===== src/rtl/eth_rmii_tx.sv =====
// RMII transmit framer: preamble/SFD, payload, optional zero-pad, FCS, then inter-frame gap.
// Build option: define ETH_TX_PAD_EN to zero-pad short frames up to pMin_Frame bytes before the FCS.
module eth_rmii_tx #(
    parameter int pMin_Frame  = 60,
    parameter int pIfg_Cycles = 48
) (
    input  logic       Eth_Clk,
    input  logic       Eth_Rst,
    input  logic [7:0] Tx_Byte,
    input  logic       Tx_Byte_Valid,
    input  logic       Tx_Byte_Last,
    output logic       Tx_Byte_Ready,
    output logic       Tx_Busy,
    output logic       Tx_Underrun,
    output logic [1:0] Txd,
    output logic       Tx_En
);

`ifdef ETH_TX_PAD_EN
    localparam bit PadEn = 1'b1;
`else
    localparam bit PadEn = 1'b0;
`endif

    localparam logic [10:0] MinCnt  = 11'(pMin_Frame);
    localparam logic [7:0]  IfgLast = 8'(pIfg_Cycles - 2);

    typedef enum logic [2:0] {IDLE, PRE, SFD, DATA, PAD, FCS, IFG} state_t;

    state_t      state_q, state_d;
    logic [1:0]  dc_q, dc_d;
    logic [7:0]  bcnt_q, bcnt_d;
    logic [7:0]  sh_q, sh_d;
    logic [7:0]  hold_q, hold_d;
    logic        hold_last_q, hold_last_d;
    logic        cur_last_q, cur_last_d;
    logic        abort_q, abort_d;
    logic [31:0] crc_q, crc_d;
    logic [10:0] cnt_q, cnt_d;
    logic [1:0]  txd_q, txd_d;
    logic        en_q, en_d, rdy_q, rdy_d, busy_q, busy_d, und_q, und_d;

    logic       xfer, miss, load, data_ld, pad_ld, fcs_ld;
    logic [7:0] nbyte, byte_sel;

    function automatic logic [31:0] crc_byte(input logic [31:0] c, input logic [7:0] b);
        logic [31:0] r;
        r = c;
        for (int i = 0; i < 8; i++)
            r = (r[0] ^ b[i]) ? ((r >> 1) ^ 32'hEDB88320) : (r >> 1);
        return r;
    endfunction

    always_comb begin
        state_d     = state_q;
        dc_d        = dc_q;
        bcnt_d      = bcnt_q;
        hold_d      = hold_q;
        hold_last_d = hold_last_q;
        cur_last_d  = cur_last_q;
        abort_d     = abort_q;
        crc_d       = crc_q;
        cnt_d       = cnt_q;
        rdy_d       = 1'b0;
        und_d       = 1'b0;
        load        = 1'b0;
        data_ld     = 1'b0;
        pad_ld      = 1'b0;
        fcs_ld      = 1'b0;
        nbyte       = 8'h00;

        xfer = Tx_Byte_Valid & rdy_q;
        miss = rdy_q & ~Tx_Byte_Valid & (state_q != IDLE);
        if (xfer) begin
            hold_d      = Tx_Byte;
            hold_last_d = Tx_Byte_Last;
        end
        if (miss) begin
            und_d   = 1'b1;
            abort_d = 1'b1;
        end
        if (state_q != IDLE && state_q != IFG) dc_d = dc_q + 2'd1;

        unique case (state_q)
            IDLE: begin
                rdy_d = ~xfer;
                if (xfer) begin
                    state_d = PRE;
                    dc_d    = 2'd0;
                    bcnt_d  = 8'd0;
                    load    = 1'b1;
                    nbyte   = 8'h55;
                    crc_d   = '1;
                    cnt_d   = '0;
                    abort_d = 1'b0;
                end
            end
            PRE: if (dc_q == 2'd3) begin
                load = 1'b1;
                if (bcnt_q == 8'd6) begin
                    state_d = SFD;
                    nbyte   = 8'hD5;
                end else begin
                    bcnt_d = bcnt_q + 8'd1;
                    nbyte  = 8'h55;
                end
            end
            SFD: if (dc_q == 2'd3) begin
                state_d = DATA;
                data_ld = 1'b1;
            end
            DATA: if (dc_q == 2'd3) begin
                if (!cur_last_q) data_ld = 1'b1;
                else if (abort_q) begin
                    state_d = IFG;
                    bcnt_d  = 8'd0;
                end else if (PadEn && cnt_q < MinCnt) begin
                    state_d = PAD;
                    pad_ld  = 1'b1;
                end else fcs_ld = 1'b1;
            end
            PAD: if (dc_q == 2'd3) begin
                if (cnt_q < MinCnt) pad_ld = 1'b1;
                else fcs_ld = 1'b1;
            end
            FCS: if (dc_q == 2'd3) begin
                if (bcnt_q == 8'd3) begin
                    state_d = IFG;
                    bcnt_d  = 8'd0;
                end else begin
                    bcnt_d = bcnt_q + 8'd1;
                    load   = 1'b1;
                    nbyte  = ~crc_q[7:0];
                    crc_d  = crc_q >> 8;
                end
            end
            IFG: begin
                // The IDLE cycle that follows is the last gap clock, so back-to-back frames see exactly pIfg_Cycles.
                if (bcnt_q == IfgLast) begin
                    state_d = IDLE;
                    rdy_d   = 1'b1;
                end else bcnt_d = bcnt_q + 8'd1;
            end
            default: state_d = IDLE;
        endcase

        // A byte missing at fetch time makes the byte now being loaded the final one.
        if (data_ld) begin
            load       = 1'b1;
            nbyte      = hold_q;
            cur_last_d = hold_last_q | miss;
            crc_d      = crc_byte(crc_q, hold_q);
            cnt_d      = (cnt_q == 11'h7FF) ? cnt_q : cnt_q + 11'd1;
        end
        if (pad_ld) begin
            load  = 1'b1;
            nbyte = 8'h00;
            crc_d = crc_byte(crc_q, 8'h00);
            cnt_d = (cnt_q == 11'h7FF) ? cnt_q : cnt_q + 11'd1;
        end
        if (fcs_ld) begin
            state_d = FCS;
            bcnt_d  = 8'd0;
            load    = 1'b1;
            nbyte   = ~crc_q[7:0];
            crc_d   = crc_q >> 8;
        end

        byte_sel = load ? nbyte : sh_q;
        sh_d     = byte_sel;
        en_d     = state_d inside {PRE, SFD, DATA, PAD, FCS};
        txd_d    = en_d ? byte_sel[{dc_d, 1'b0} +: 2] : 2'b00;
        busy_d   = (state_d != IDLE);
        if ((state_d == SFD || state_d == DATA) && dc_d == 2'd3 && !hold_last_q && !abort_d)
            rdy_d = 1'b1;
    end

    always_ff @(posedge Eth_Clk or posedge Eth_Rst) begin
        if (Eth_Rst) begin
            state_q     <= IDLE;
            dc_q        <= '0;
            bcnt_q      <= '0;
            sh_q        <= '0;
            hold_q      <= '0;
            hold_last_q <= 1'b0;
            cur_last_q  <= 1'b0;
            abort_q     <= 1'b0;
            crc_q       <= '1;
            cnt_q       <= '0;
            txd_q       <= '0;
            en_q        <= 1'b0;
            rdy_q       <= 1'b0;
            busy_q      <= 1'b0;
            und_q       <= 1'b0;
        end else begin
            state_q     <= state_d;
            dc_q        <= dc_d;
            bcnt_q      <= bcnt_d;
            sh_q        <= sh_d;
            hold_q      <= hold_d;
            hold_last_q <= hold_last_d;
            cur_last_q  <= cur_last_d;
            abort_q     <= abort_d;
            crc_q       <= crc_d;
            cnt_q       <= cnt_d;
            txd_q       <= txd_d;
            en_q        <= en_d;
            rdy_q       <= rdy_d;
            busy_q      <= busy_d;
            und_q       <= und_d;
        end
    end

    assign Txd           = txd_q;
    assign Tx_En         = en_q;
    assign Tx_Byte_Ready = rdy_q;
    assign Tx_Busy       = busy_q;
    assign Tx_Underrun   = und_q;

endmodule


===== config.mk =====
export PLATFORM = sky130hd
export DESIGN_NAME = eth_rmii_tx
export DESIGN_NICKNAME = d
export VERILOG_FILES = /design/src/rtl/eth_rmii_tx.sv
export SDC_FILE = /design/constraint.sdc
export NUM_CORES = 1
export LEC_CHECK = 0
export ABC_AREA = 1
export CAP_MARGIN = 25
export CORE_MARGIN = 5
export CORE_UTILIZATION = 50
export CTS_BUF_LIST = sky130_fd_sc_hd__clkbuf_4
export CTS_CLUSTER_DIAMETER = 50
export DETAILED_ROUTE_END_ITERATION = 16
export GPL_TIMING_DRIVEN = 0
export PLACE_DENSITY = 0.66
export SYNTH_ARGS = -nofsm -noshare
export SYNTH_HDL_FRONTEND = slang
export SYNTH_SLANG_ARGS = --single-unit

===== constraint.sdc =====
create_clock -name Eth_Clk -period 2.7 [get_ports Eth_Clk]
set_input_delay 0.54 -clock Eth_Clk [delete_from_list [all_inputs] [get_ports Eth_Clk]]
set_output_delay 0.54 -clock Eth_Clk [all_outputs]
set_load 0.02 [all_outputs]

== Yosys cells after proc, flatten, opt, wreduce, memory -nomap -nowiden ==
Index checks and enable logic that the tools add are counted.

* Shift operators: 1
* Reductions and logical operators: 18
* Bitwise gates (word level): 30
* Add/sub/neg operators: 3
* Mux-type cells: 92
* Equality and inequality tests: 29
* $lt $le $gt $ge: 1

{| class="wikitable"
|+ Operators by type and width
! kind !! count
|-
| $mux 32 || 22
|-
| $not 13->14 || 15
|-
| $mux 8 || 18
|-
| $pmux 32 s2 || 1
|-
| $mux 11 || 5
|-
| $pmux 8 s5 || 1
|-
| $mux 3 || 11
|-
| $ne 3x3->1 const B || 9
|-
| $pmux 8 s3 || 1
|-
| $mux 1 || 23
|-
| $pmux 3 s7 || 1
|-
| $eq 3x3->1 const B || 5
|-
| $ne 5x5->1 const B || 3
|-
| $eq 3x2->1 const B || 4
|-
| $reduce_bool 3->1 || 4
|-
| $add 11x1->11 const B || 1
|-
| $eq 11x11->1 const B || 1
|-
| $lt 11x6->1 const B || 1
|-
| $reduce_bool 5->1 || 2
|-
| $reduce_and 9->1 || 1
|-
| $add 8x1->8 const B || 1
|-
| $eq 8x2->1 const B || 1
|-
| $eq 8x3->1 const B || 1
|-
| $eq 8x6->1 const B || 1
|-
| 20 further kinds || 41
|}

* Bits in registers: 81
* Word-level logic and storage cells: 189

== Logic depth before layout (Yosys ltp) ==
* Word-level depth: 19
* Depth in mapped cells: 16
* Gate-level depth less buffers: 15

== Least setup slack after synthesis ==
No wires, ideal clock.

* Path type: reg2reg
* Start point: register dc_q[0]
* End point: register crc_q[26]
* Buffers on the path: 3
* Period minus slack after synthesis: 1897 ps
* Slack: 803 ps
* Cell stages (with the launch flop): 15
* Arrival time: 1836 ps
* Required time: 2640 ps
* Cell sequence: dfrtp_1 -> ha_1 -> clkbuf_4 -> nand3_2 -> a21oi_4 -> inv_2 -> nand2_4 -> inv_2 -> nand4_2 -> nand2_2 -> buf_6 -> buf_6 -> nor2_2 -> nand4_1 -> nand2_1

* Longest elaborated chain between the ends: 6

{| class="wikitable"
|+ RTL lines
! element !! RTL line !! source
|-
| from (decl) || 31 || <nowiki>logic [1:0] dc_q, dc_d;</nowiki>
|-
| from (signal assigned) || 181 || <nowiki>dc_q <= '0;</nowiki>
|-
| from (signal assigned) || 197 || <nowiki>dc_q <= dc_d;</nowiki>
|-
| $eq 2x2->1 (*) || n/a ||
|-
| parallel branches: the longest is 5 deep, another holds $ne 5x5->1 || n/a ||
|-
| to (signal assigned) || 204 || <nowiki>crc_q <= crc_d;</nowiki>
|-
| to (decl) || 38 || <nowiki>logic [31:0] crc_q, crc_d;</nowiki>
|}

Mark *: on every way between the ends.
A chain may end at the register's enable or synchronous reset.

== Final worst setup path ==
* Start point: register dc_q[0]
* End point: register crc_q[15]

Same word-level chain as after synthesis.

==> impl_metrics.env <==
export IMPL_yosysSeqAreaShare_pct=30.74
export IMPL_status="completed"
export IMPL_cp_data_required_time_ns=3.12
export IMPL_worst_pin_slew_ns=0.7174
export IMPL_dieArea_sq_um=15870
export IMPL_critical_path_startpoint="dc_q[0]"
export IMPL_grt_first_pass_wirelength_mm=33.87
export IMPL_grt_max_degree=45
export IMPL_grt_usage_pct=26.95
export IMPL_cts_buffers=9
export IMPL_grt_pass1_vias=6097
export IMPL_drv_cap=0
export IMPL_finalWirelength_mm=21.23
export IMPL_synth_enable_flop_cells=0
export IMPL_fmax_mhz=394.2
export IMPL_path_class="flip-flop to flip-flop"
export IMPL_path_clk_slew_ns=0.16
export IMPL_setup_violations=0
export IMPL_slew_limit_headroom_pct=52.17
export IMPL_synth_distinct_cells=47
export IMPL_dp_hpwl_mm=15.41
export IMPL_wl_per_cell_um=17.55
export IMPL_antenna_found_initial=1
export IMPL_drv_slew=0
export IMPL_remaining_drc_errors=0
export IMPL_tritoncts="yes"
export IMPL_cts_sinks=81
export IMPL_row_count=42
export IMPL_finalClockSkew_ns=0.02502
export IMPL_hold_buffers=0
export IMPL_synth_area_sq_um=6724
export IMPL_first_pass_iters=6
export IMPL_async_flop_share_pct=100.0
export IMPL_portBuffers=17
export IMPL_wl_met1_mm=9.501
export IMPL_crit_path_end_kind="flip-flop"
export IMPL_ys_flop_type="dfrtp_1"
export IMPL_vias_per_cell=5.545
export IMPL_fin_nets=1044
export IMPL_finalHoldViolations=0
export IMPL_final_cells=1210
export IMPL_drive_gt1_share_pct=12.10
export IMPL_cp_max_fo=10
export IMPL_routabilityCongestion=1.004
export IMPL_met3_length_mm=2.111
export IMPL_met2_length_mm=9.166
export IMPL_timing_hold_ws_ns=0.4170
export IMPL_die_h_um=126.0
export IMPL_synth_ff_latch_count=81
export IMPL_place_inst=1191
export IMPL_syn_avg_cell_area_sq_um=6.744
export IMPL_hold_class="input pin to asynchronous set/reset pin"
export IMPL_area_growth_pct=8.820
export IMPL_cts_htree_levels=3
export IMPL_finalCritPeriodShare_pct=93.97
export IMPL_dr_total_vias=6710
export IMPL_die_width_um=126.0
export IMPL_fin_crit_ns=2.537
export IMPL_clk_latency_ns=0.49
export IMPL_core_area_sq_um=13190
export IMPL_synthCells=997
export IMPL_start_util_pct=50.98
export IMPL_r2r_start="dc_q[0]"
export IMPL_drt_iter0_markers=859
export IMPL_critPathLaunchType="flip-flop"
export IMPL_pin_count=18
export IMPL_cts_root_buf="clkbuf_4"
export IMPL_top_layer_used="met4"
export IMPL_postRouteAntennaNets=0
export IMPL_overflow=0
export IMPL_rsz0062_at_grt="no"
export IMPL_syn_nets=1013
export IMPL_crit_arrival_ns=2.96
export IMPL_clockBufferDepth=2
export IMPL_ys_warn_count=0
-- repair_timing --
item                       in CTS  in global routing
setup buffers                   0                  2
setup endpoints to repair       0                  4
gates resized for setup         0                  1
-- sequential cells by signal (all words and copies together), names as in the netlist, 2 cells and up --
signal / flops
Txd: 2
bcnt_q: 8
cnt_q: 11
crc_q: 32
dc_q: 2
hold_q: 8
sh_q: 8
state_q: 3
-- worst max-delay path: stages (launching register included) --
cell	delay, ns
dfrtp_1	0.40
ha_1	0.16
clkbuf_4	0.20
nand3_2	0.12
a21oi_4	0.28
inv_2	0.13
nand2_4	0.17
inv_2	0.10
nand4_2	0.08
nand2_2	0.08
inv_2	0.15
clkbuf_4	0.26
nand3_1	0.21
nand2_1	0.12
-- layer usage --
layer	vias up	GRT usage, %
li1	3266	-
met1	3087	39.78
met2	314	39.94
met3	43	5.673
met4	0	7.760
met5	-	0
-- cells by family after synthesis --
kind of cell,share of synthesized area [%]
AND/OR/NAND/NOR,33.55
AO/OA/AOI/OAI,12.67
buffers and inverters,9.472
XOR/XNOR,12.67
flip-flops,30.74
adder cells (fa/ha/maj),0.7444
multiplexers,0.1489
-- stage by stage --
step                cell area, sq um  setup slack (ns)  TNS [ns]  utilization [%]
finish                          7317            0.1629         0            55.47
global route                    7317           0.04202         0            55.47
CTS                             7297           0.05612         0            55.32
detailed placement              7144           -0.1506   -0.3245            54.16
global placement                7114            -1.317    -80.25            53.94
floorplan                       6724            0.1329         0                -
-- layout by cell type, fill, tap and decap left out, types with 12 or more instances in the layout --
master	Yosys	routed
a21oi_1	37	37
buf_2	14	13
clkdlybuf4s50_1	0	17
dfrtp_1	49	49
dfstp_2	32	32
inv_1	102	101
nand2_1	317	317
nand3_1	77	77
nand4_1	12	12
nor2_1	54	54
o21ai_0	84	84
xnor2_1	33	33
xor2_1	55	55
-- worst paths after layout --
check | slack [ns] | to | depth (start not counted)
setup / recovery | 0.16 | crc_q[15] | 13
hold / removal | 0.42 | sh_q[7] | 2
setup reg to reg | 0.16 | crc_q[15] | 13
hold reg to reg | 0.50 | crc_q[17] | 2
max in group asynchronous | 1.61 | crc_q[30] | 3
min in group Eth_Clk | 0.50 | crc_q[17] | 2
-- cells in the mapped netlist (7+ instances only) --
cell / instances / area [sq um]
o21ai_1: 10 / 50.05
o21ai_0: 84 / 420.4
xor2_1: 55 / 481.7
o211ai_1: 8 / 60.06
nand3_1: 77 / 385.4
nand3b_1: 9 / 67.56
buf_2: 14 / 70.07
nand2_2: 7 / 43.79
inv_2: 8 / 30.03
xnor2_1: 33 / 289.0
nor2_1: 54 / 202.7
nor2_2: 8 / 50.05
nand2_1: 317 / 1190
inv_1: 102 / 382.9
clkbuf_1: 8 / 30.03
dfrtp_1: 49 / 1226
dfstp_2: 32 / 840.8
nand4_1: 12 / 75.07
a21oi_1: 37 / 185.2
nor3_1: 11 / 55.05
-- layout make-up --
class | count | area (sq um)
clock inverter | 7 | 85.08
multi-input combinational | 770 | 4020
antenna | 1 | 2.502
timing repair buffer | 20 | 212.7
inverter | 111 | 419.2
fill | 1335 | 5873
clock buffer | 9 | 67.56
tap | 176 | 220.2
sequential | 81 | 2067
buffer | 35 | 222.7
Power is left out: the tool's default activity adds up to more than one toggle a clock period on the data nets, which glitch-free logic cannot reach.
